### src/rtl/fp_div_if.sv
// div_if: port bundle for fp_div.
//   in  : operand1, operand2 (dividend, divisor), valid_in, ready_out
//   out : ready_in, valid_out, result
// Field order inside each packed struct is fixed; fp_div drives "out" as a
// single concatenation in that order.
interface div_if #(
  parameter int EXP_WIDTH  = 8,
  parameter int MANT_WIDTH = 7
);
  localparam int WIDTH = EXP_WIDTH + MANT_WIDTH + 1;

  typedef struct packed {
    logic [WIDTH-1:0] operand1;
    logic [WIDTH-1:0] operand2;
    logic             valid_in;
    logic             ready_out;
  } in_t;

  typedef struct packed {
    logic             ready_in;
    logic             valid_out;
    logic [WIDTH-1:0] result;
  } out_t;

  in_t  in;
  out_t out;

  modport dut (input in, output out);
  modport tb  (output in, input out);
endinterface

### src/rtl/fp_div.sv
// fp_div: floating-point divider, result = operand1 / operand2.
// One operation in flight. Valid/ready handshake on both sides.
// Radix-2 restoring mantissa division, one quotient bit per cycle.
// Fixed latency of MANT_WIDTH+4 cycles from accept to valid_out.
// Ports:
//   CLK   - clock, rising edge
//   nRST  - asynchronous active-low reset
//   divif - div_if.dut bundle (operands, handshakes, result)
// Subnormal inputs and results are flushed to signed zero.
// Rounding is to nearest, ties to even.
module fp_div #(
  parameter int EXP_WIDTH  = 8,
  parameter int MANT_WIDTH = 7
) (
  input logic CLK,
  input logic nRST,
  div_if.dut  divif
);
  localparam int WIDTH = EXP_WIDTH + MANT_WIDTH + 1;
  localparam int QBITS = MANT_WIDTH + 3;  // integer bit, MANT_WIDTH fraction, guard, round
  localparam int EW    = EXP_WIDTH + 2;   // signed exponent working width
  localparam int CW    = $clog2(QBITS + 1);
  localparam logic signed [EW-1:0] BIAS = EW'((1 << (EXP_WIDTH - 1)) - 1);
  localparam logic signed [EW-1:0] EMAX = EW'((1 << EXP_WIDTH) - 1);
  localparam logic [WIDTH-1:0] QNAN =
    {1'b0, {EXP_WIDTH{1'b1}}, 1'b1, {(MANT_WIDTH-1){1'b0}}};

  typedef enum logic [1:0] {IDLE, BUSY, DONE} state_t;

  state_t state, next;

  logic                  s1, s2;
  logic [EXP_WIDTH-1:0]  e1, e2;
  logic [MANT_WIDTH-1:0] m1, m2;
  assign {s1, e1, m1} = divif.in.operand1;
  assign {s2, e2, m2} = divif.in.operand2;

  // Operand classification, evaluated at accept time only.
  logic nan1, nan2, inf1, inf2, zero1, zero2, sgn;
  logic             spec_hit;
  logic [WIDTH-1:0] spec_res;

  always_comb begin
    nan1  = (e1 == '1) && (m1 != '0);
    nan2  = (e2 == '1) && (m2 != '0);
    inf1  = (e1 == '1) && (m1 == '0);
    inf2  = (e2 == '1) && (m2 == '0);
    zero1 = (e1 == '0);  // subnormals count as zero
    zero2 = (e2 == '0);
    sgn   = s1 ^ s2;
    spec_hit = 1'b1;
    spec_res = '0;
    if (nan1 || nan2 || (zero1 && zero2) || (inf1 && inf2))
      spec_res = QNAN;
    else if (inf1 || zero2)
      spec_res = {sgn, {EXP_WIDTH{1'b1}}, {MANT_WIDTH{1'b0}}};
    else if (zero1 || inf2)
      spec_res = {sgn, {(WIDTH-1){1'b0}}};
    else
      spec_hit = 1'b0;
  end

  // Datapath state
  logic                 ready_r, valid_r;
  logic [WIDTH-1:0]     result_r;
  logic [CW-1:0]        cnt;
  logic [MANT_WIDTH+1:0] rem;
  logic [MANT_WIDTH:0]  dvs;
  logic [QBITS-1:0]     quo;
  logic signed [EW-1:0] exp_r;
  logic                 sign_r, special_r;
  logic [WIDTH-1:0]     spec_r;

  logic accept, last;
  assign accept = (state == IDLE) && divif.in.valid_in && ready_r;
  assign last   = (cnt == CW'(QBITS));

  // One restoring step
  logic                  ge;
  logic [MANT_WIDTH+1:0] diff;
  assign ge   = rem >= {1'b0, dvs};
  assign diff = ge ? rem - {1'b0, dvs} : rem;

  // Normalise + round, consumed on the final BUSY cycle
  logic [QBITS-1:0]      norm;
  logic [MANT_WIDTH:0]   sig;
  logic [MANT_WIDTH+1:0] sum;
  logic                  guard, sticky, rnd_up;
  logic signed [EW-1:0]  exp_n, exp_f;
  logic [WIDTH-1:0]      rounded;

  always_comb begin
    // Quotient lies in (0.5, 2); below 1 costs one exponent step.
    norm   = quo[QBITS-1] ? quo : {quo[QBITS-2:0], 1'b0};
    exp_n  = quo[QBITS-1] ? exp_r : exp_r - EW'(1);
    sig    = norm[QBITS-1:2];
    guard  = norm[1];
    sticky = (quo[QBITS-1] & quo[0]) | (rem != '0);
    rnd_up = guard & (sticky | sig[0]);
    sum    = {1'b0, sig} + {{(MANT_WIDTH+1){1'b0}}, rnd_up};
    // A carry out leaves the fraction all zero, so only the exponent moves.
    exp_f  = exp_n + $signed({{(EW-1){1'b0}}, sum[MANT_WIDTH+1]});
    if (exp_f >= EMAX)
      rounded = {sign_r, {EXP_WIDTH{1'b1}}, {MANT_WIDTH{1'b0}}};
    else if (exp_f <= $signed(EW'(0)))
      rounded = {sign_r, {(WIDTH-1){1'b0}}};
    else
      rounded = {sign_r, exp_f[EXP_WIDTH-1:0], sum[MANT_WIDTH-1:0]};
  end

  // FSM
  always_ff @(posedge CLK or negedge nRST) begin
    if (!nRST) state <= IDLE;
    else       state <= next;
  end

  always_comb begin
    next = state;
    case (state)
      IDLE:    if (accept) next = BUSY;
      BUSY:    if (last) next = DONE;
      DONE:    if (divif.in.ready_out) next = IDLE;
      default: next = IDLE;
    endcase
  end

  always_ff @(posedge CLK or negedge nRST) begin
    if (!nRST) begin
      ready_r   <= 1'b0;
      valid_r   <= 1'b0;
      result_r  <= '0;
      cnt       <= '0;
      rem       <= '0;
      dvs       <= '0;
      quo       <= '0;
      exp_r     <= '0;
      sign_r    <= 1'b0;
      special_r <= 1'b0;
      spec_r    <= '0;
    end else begin
      ready_r <= (next == IDLE);
      valid_r <= (next == DONE);
      if (accept) begin
        rem       <= {1'b0, 1'b1, m1};
        dvs       <= {1'b1, m2};
        quo       <= '0;
        cnt       <= '0;
        exp_r     <= $signed({2'b00, e1}) - $signed({2'b00, e2}) + BIAS;
        sign_r    <= sgn;
        special_r <= spec_hit;
        spec_r    <= spec_res;
      end else if (state == BUSY) begin
        if (last) begin
          result_r <= special_r ? spec_r : rounded;
        end else begin
          quo <= {quo[QBITS-2:0], ge};
          rem <= {diff[MANT_WIDTH:0], 1'b0};
          cnt <= cnt + CW'(1);
        end
      end
    end
  end

  assign divif.out = {ready_r, valid_r, result_r};

endmodule

### src/flat_wrapper.sv
// flat-port wrapper written by rule: the top's interface ports become plain ports
module fp_div_flat 
#(
  parameter int EXP_WIDTH  = 8,
  parameter int MANT_WIDTH = 7
)
  (CLK, nRST, divif_in, divif_out);
  div_if #(.EXP_WIDTH(EXP_WIDTH), .MANT_WIDTH(MANT_WIDTH)) divif_i ();
  input logic CLK;
  input logic nRST;
  input wire logic [$bits(divif_i.in)-1:0] divif_in;
  output wire logic [$bits(divif_i.out)-1:0] divif_out;
  assign divif_i.in = divif_in;
  assign divif_out = divif_i.out;
  fp_div #(.EXP_WIDTH(EXP_WIDTH), .MANT_WIDTH(MANT_WIDTH)) u_core (.CLK(CLK), .nRST(nRST), .divif(divif_i));
endmodule
### config.mk
export PLATFORM = sky130hd
export DESIGN_NAME = fp_div_flat
export DESIGN_NICKNAME = d
export VERILOG_FILES = /design/src/rtl/fp_div_if.sv /design/src/rtl/fp_div.sv /design/src/flat_wrapper.sv
export SDC_FILE = /design/constraint.sdc
export NUM_CORES = 1
export LEC_CHECK = 0
export CAP_MARGIN = 10
export CORE_MARGIN = 2
export CORE_UTILIZATION = 39
export CTS_BUF_LIST = sky130_fd_sc_hd__clkbuf_4
export DETAILED_ROUTE_END_ITERATION = 8
export GPL_ROUTABILITY_DRIVEN = 0
export PLACE_DENSITY_LB_ADDON = 0.25
export SLEW_MARGIN = 20
export SYNTH_ARGS = -nofsm -noshare
export SYNTH_HDL_FRONTEND = slang
export SYNTH_SLANG_ARGS = --single-unit
### constraint.sdc
create_clock -name CLK -period 4.8 [get_ports CLK]
set_input_delay 0.48 -clock CLK [delete_from_list [all_inputs] [get_ports CLK]]
set_output_delay 0.48 -clock CLK [all_outputs]
set_load 0.1 [all_outputs]
==> flow_summary.json <==
{
  "hold_depth": 2,
  "path_max_fanout": 12,
  "grt_pass1_wl_um": 17800,
  "wl_per_cell_um": 14.2,
  "synth-simple-area-share_pct": 23.5,
  "track_usage_pct": 17.2,
  "finalHoldViolations": 0,
  "fillerInstances": 1140,
  "pwr-share-seq_pct": 28.3,
  "die_h_um": 113,
  "synth_fa_ha_area_share_pct": 7.09,
  "report.final.setup_viol": 0,
  "syn_nets": 600,
  "post-cts-setup-buffer-count": 0,
  "synth.most_common_cell": "nand2_1",
  "post_synth.cell_area_avg_um2": 8.58,
  "p_leak_nw": 2.34,
  "power.internal_mw": 1.86,
  "timing.final.crit_share_pct": 84.9,
  "fin_nets": 644,
  "failed_checks": "DRC",
  "coreArea_um2": 11500,
  "tightestPinTransition_ns": 0.976,
  "antenna_found_initial": 0,
  "worstPathArrival_ns": 4.39,
  "outcome": "finished with violations",
  "tns_ns": 0,
  "synthTopCellsByArea": "dfrtp_1, nand2_1, ha_1",
  "total_power_mw": 3.69,
  "hp-class": "flip-flop to flip-flop",
  "cap_violations": 0,
  "cts.sinks": 66,
  "synth-xor-area-share_pct": 6.82,
  "r2r_slack_ns": 0.73,
  "drt_first_pass_iters": 6,
  "worst-setup-path-type": "flip-flop to flip-flop",
  "cts_buffers": 9,
  "synth_largest_area_cell": "dfrtp_1",
  "dpl.hpwl_um": 7880,
  "synthMuxAreaShare_pct": 4.22,
  "worstReg2RegEnd": "u_core.result_r[11]",
  "fmax_mhz": 245,
  "synth_area_um2": 4630,
  "cts_tree": "yes",
  "ys_seq_area_share_pct": 35.7,
  "synth_top_family_by_area": "simple AND/OR/NAND/NOR gates",
  "synthFlopType": "dfrtp_1",
  "pwr-share-clk_pct": 12.7,
  "drc_errors": 3,
  "end_kind": "flip-flop",
  "grt_overflow": 0,
  "dp_slack_ns": 0.775,
  "io_buffers": 53,
  "detail-route-antenna-nets": 0,
  "synth-edff-count": 0,
  "clk_pin_slew_worst_paths_ns": 0.12,
  "p_sw_mw": 1.83,
  "die_w_um": 113,
  "drtIter0Drc": 160,
  "rr_worst_depth": 18,
  "startpoint_type": "flip-flop",
  "power.density_nw_per_um2": 679,
  "slew_viol_final": 0,
  "combinationalPowerShare_pct": 59.0,
  "final_layout_size_suffix_gt1_share_pct": 6.63,
  "synth-seq-cells": 66,
  "critical_path_required_ns": 5.12,
  "antennaDiodeCount": 0,
  "slew_headroom_pct": 34.7,
  "netlist_instances": 539,
  "setup_slack_ns": 0.726,
  "totalWireLength_um": 10400,
  "clk-insertion-delay-late_ns": 0.44,
  "timing.rr.start": "u_core.quo[9]",
  "clock_path_buffers": 2,
  "grt_pass1_vias": 3813,
  "min_to": "u_core.dvs[7]",
  "peakVddDrop_uv": 432,
  "synthDistinctLibCells": 67,
  "clockRootBuffer": "clkbuf_4",
  "grt_max_degree": 47,
  "hp-start": "u_core.dvs[7]",
  "initial_core_util_pct": 40.2,
  "skew_ns": 0.0182,
  "via_count": 3992,
  "netlist_top_cells_count": "nand2_1, dfrtp_1, o21ai_0, nor2_1, inv_1",
  "io_pins": 54,
  "switching_share_pct": 49.5,
  "synth_compound_area_share_pct": 17.7,
  "fp-row-count": 39,
  "syn_to_final_growth_pct": 17.6,
  "fin_crit_ns": 4.07,
  "yosysTopAreaCellShare_pct": 35.7,
  "rsz0062_at_grt": "false",
  "h-tree-depth": 3,
  "dieArea_um2": 12700,
  "synth_async_sr_flop_share_pct": 100,
  "cts_resized": 0,
  "vias_per_cell": 5.46,
  "yosysWarningCount": 0
}
per-layer routing:
layer,routed length (um),GRT usage (%),vias up
met3,544,3.59,10
met4,140,5.04,0
met1,5210,24.1,1880
met5,0,0,-
li1,-,-,2001
met2,4510,26.8,101
power groups by stage:
stage | logic, mW | registers (mW) | clock network [mW]
after floorplan | 1.44 | 1.29 | 0
after global placement | 2.14 | 1.04 | 0
after detailed placement | 2.16 | 1.05 | 0
after CTS | 2.18 | 1.04 | 0.485
after global routing | 2.41 | 1.08 | 0.501
final | 2.18 | 1.04 | 0.468
area by class of cell:
cell class	count	area, um2	share of cell area (%)
clock inverter	7	108	1.98
multi-input combinational	417	2740	50.4
inverter	29	109	2.00
clock buffer	9	67.6	1.24
sequential	66	1650	30.4
timing repair buffer	60	581	10.7
tap	143	179	3.29
logic make-up after synthesis:
logic type               Yosys count
XOR/XNOR                          36
AND/OR/NAND/NOR                  218
flip-flops                        66
AO/OA/AOI/OAI                    119
buffers and inverters             56
multiplexers                      19
adder cells (fa/ha/maj)           25
cell usage in the layout, fill, tap and decap left out, types with 8 or more instances in the layout:
| cell type | Yosys | final |
|---|---|---|
| a21oi_1 | 14 | 14 |
| a22o_1 | 8 | 8 |
| xnor2_1 | 21 | 21 |
| nor2b_1 | 8 | 8 |
| nor2_1 | 38 | 38 |
| nand2_1 | 84 | 84 |
| dfrtp_1 | 66 | 66 |
| xor2_1 | 15 | 15 |
| inv_1 | 29 | 29 |
| clkbuf_4 | 0 | 9 |
| nor3_1 | 10 | 10 |
| ha_1 | 23 | 23 |
| mux2i_1 | 15 | 15 |
| clkdlybuf4s50_1 | 0 | 52 |
| nand3_1 | 20 | 20 |
| o21ai_0 | 39 | 39 |
| nand4_1 | 11 | 11 |
state kept, by name, indices dropped and copies added, names as in the netlist:
register	flops
u_core.cnt	4
u_core.dvs	8
u_core.exp_r	10
u_core.quo	10
u_core.ready_r	1
u_core.rem	9
u_core.result_r	16
u_core.sign_r	1
u_core.spec_r	3
u_core.special_r	1
u_core.state	2
u_core.valid_r	1
worst max path at each step:
stage	start	endpoint	depth (start not counted)
2_1_floorplan	u_core.quo[9]	u_core.result_r[5]	19
3_3_place_gp	u_core.quo[9]	u_core.result_r[9]	18
3_5_place_dp	u_core.quo[9]	u_core.result_r[11]	18
4_1_cts	u_core.quo[9]	u_core.result_r[11]	18
5_1_grt	u_core.quo[9]	u_core.result_r[10]	18
6_report	u_core.quo[9]	u_core.result_r[11]	18
stage by stage:
stage	utilization, %	cells	hold slack (ns)	area, um2
after CTS	47.2	731	0.470	5440
after floorplan	-	539	0.184	4630
after global placement	45.6	714	0.439	5250
after global routing	47.2	731	0.515	5440
final	47.2	731	0.466	5440
after detailed placement	45.6	714	0.440	5250
what timing repair did:
| action | CTS | global route |
|---|---|---|
| endpoints found under the hold margin | 20 | 0 |
| endpoints found under the setup margin | 0 | 0 |
| hold buffers | 1 | 0 |
critical path, cell delays in order (launching register included):
cell and delay (ns):
dfrtp_1 0.61, mux2_2 0.38, nand2_1 0.08, inv_1 0.04
ha_1 0.22, nand2_1 0.08, nor2_1 0.05, nand2_1 0.09
nor2_1 0.05, ha_1 0.22, ha_1 0.25, nor2b_1 0.15
mux2i_1 0.37, a2bb2oi_1 0.22, o211ai_1 0.18, and4_1 0.25
a21oi_1 0.26, o22ai_2 0.17, a221o_1 0.29
Note: power is estimated with default switching activity, not from simulation.
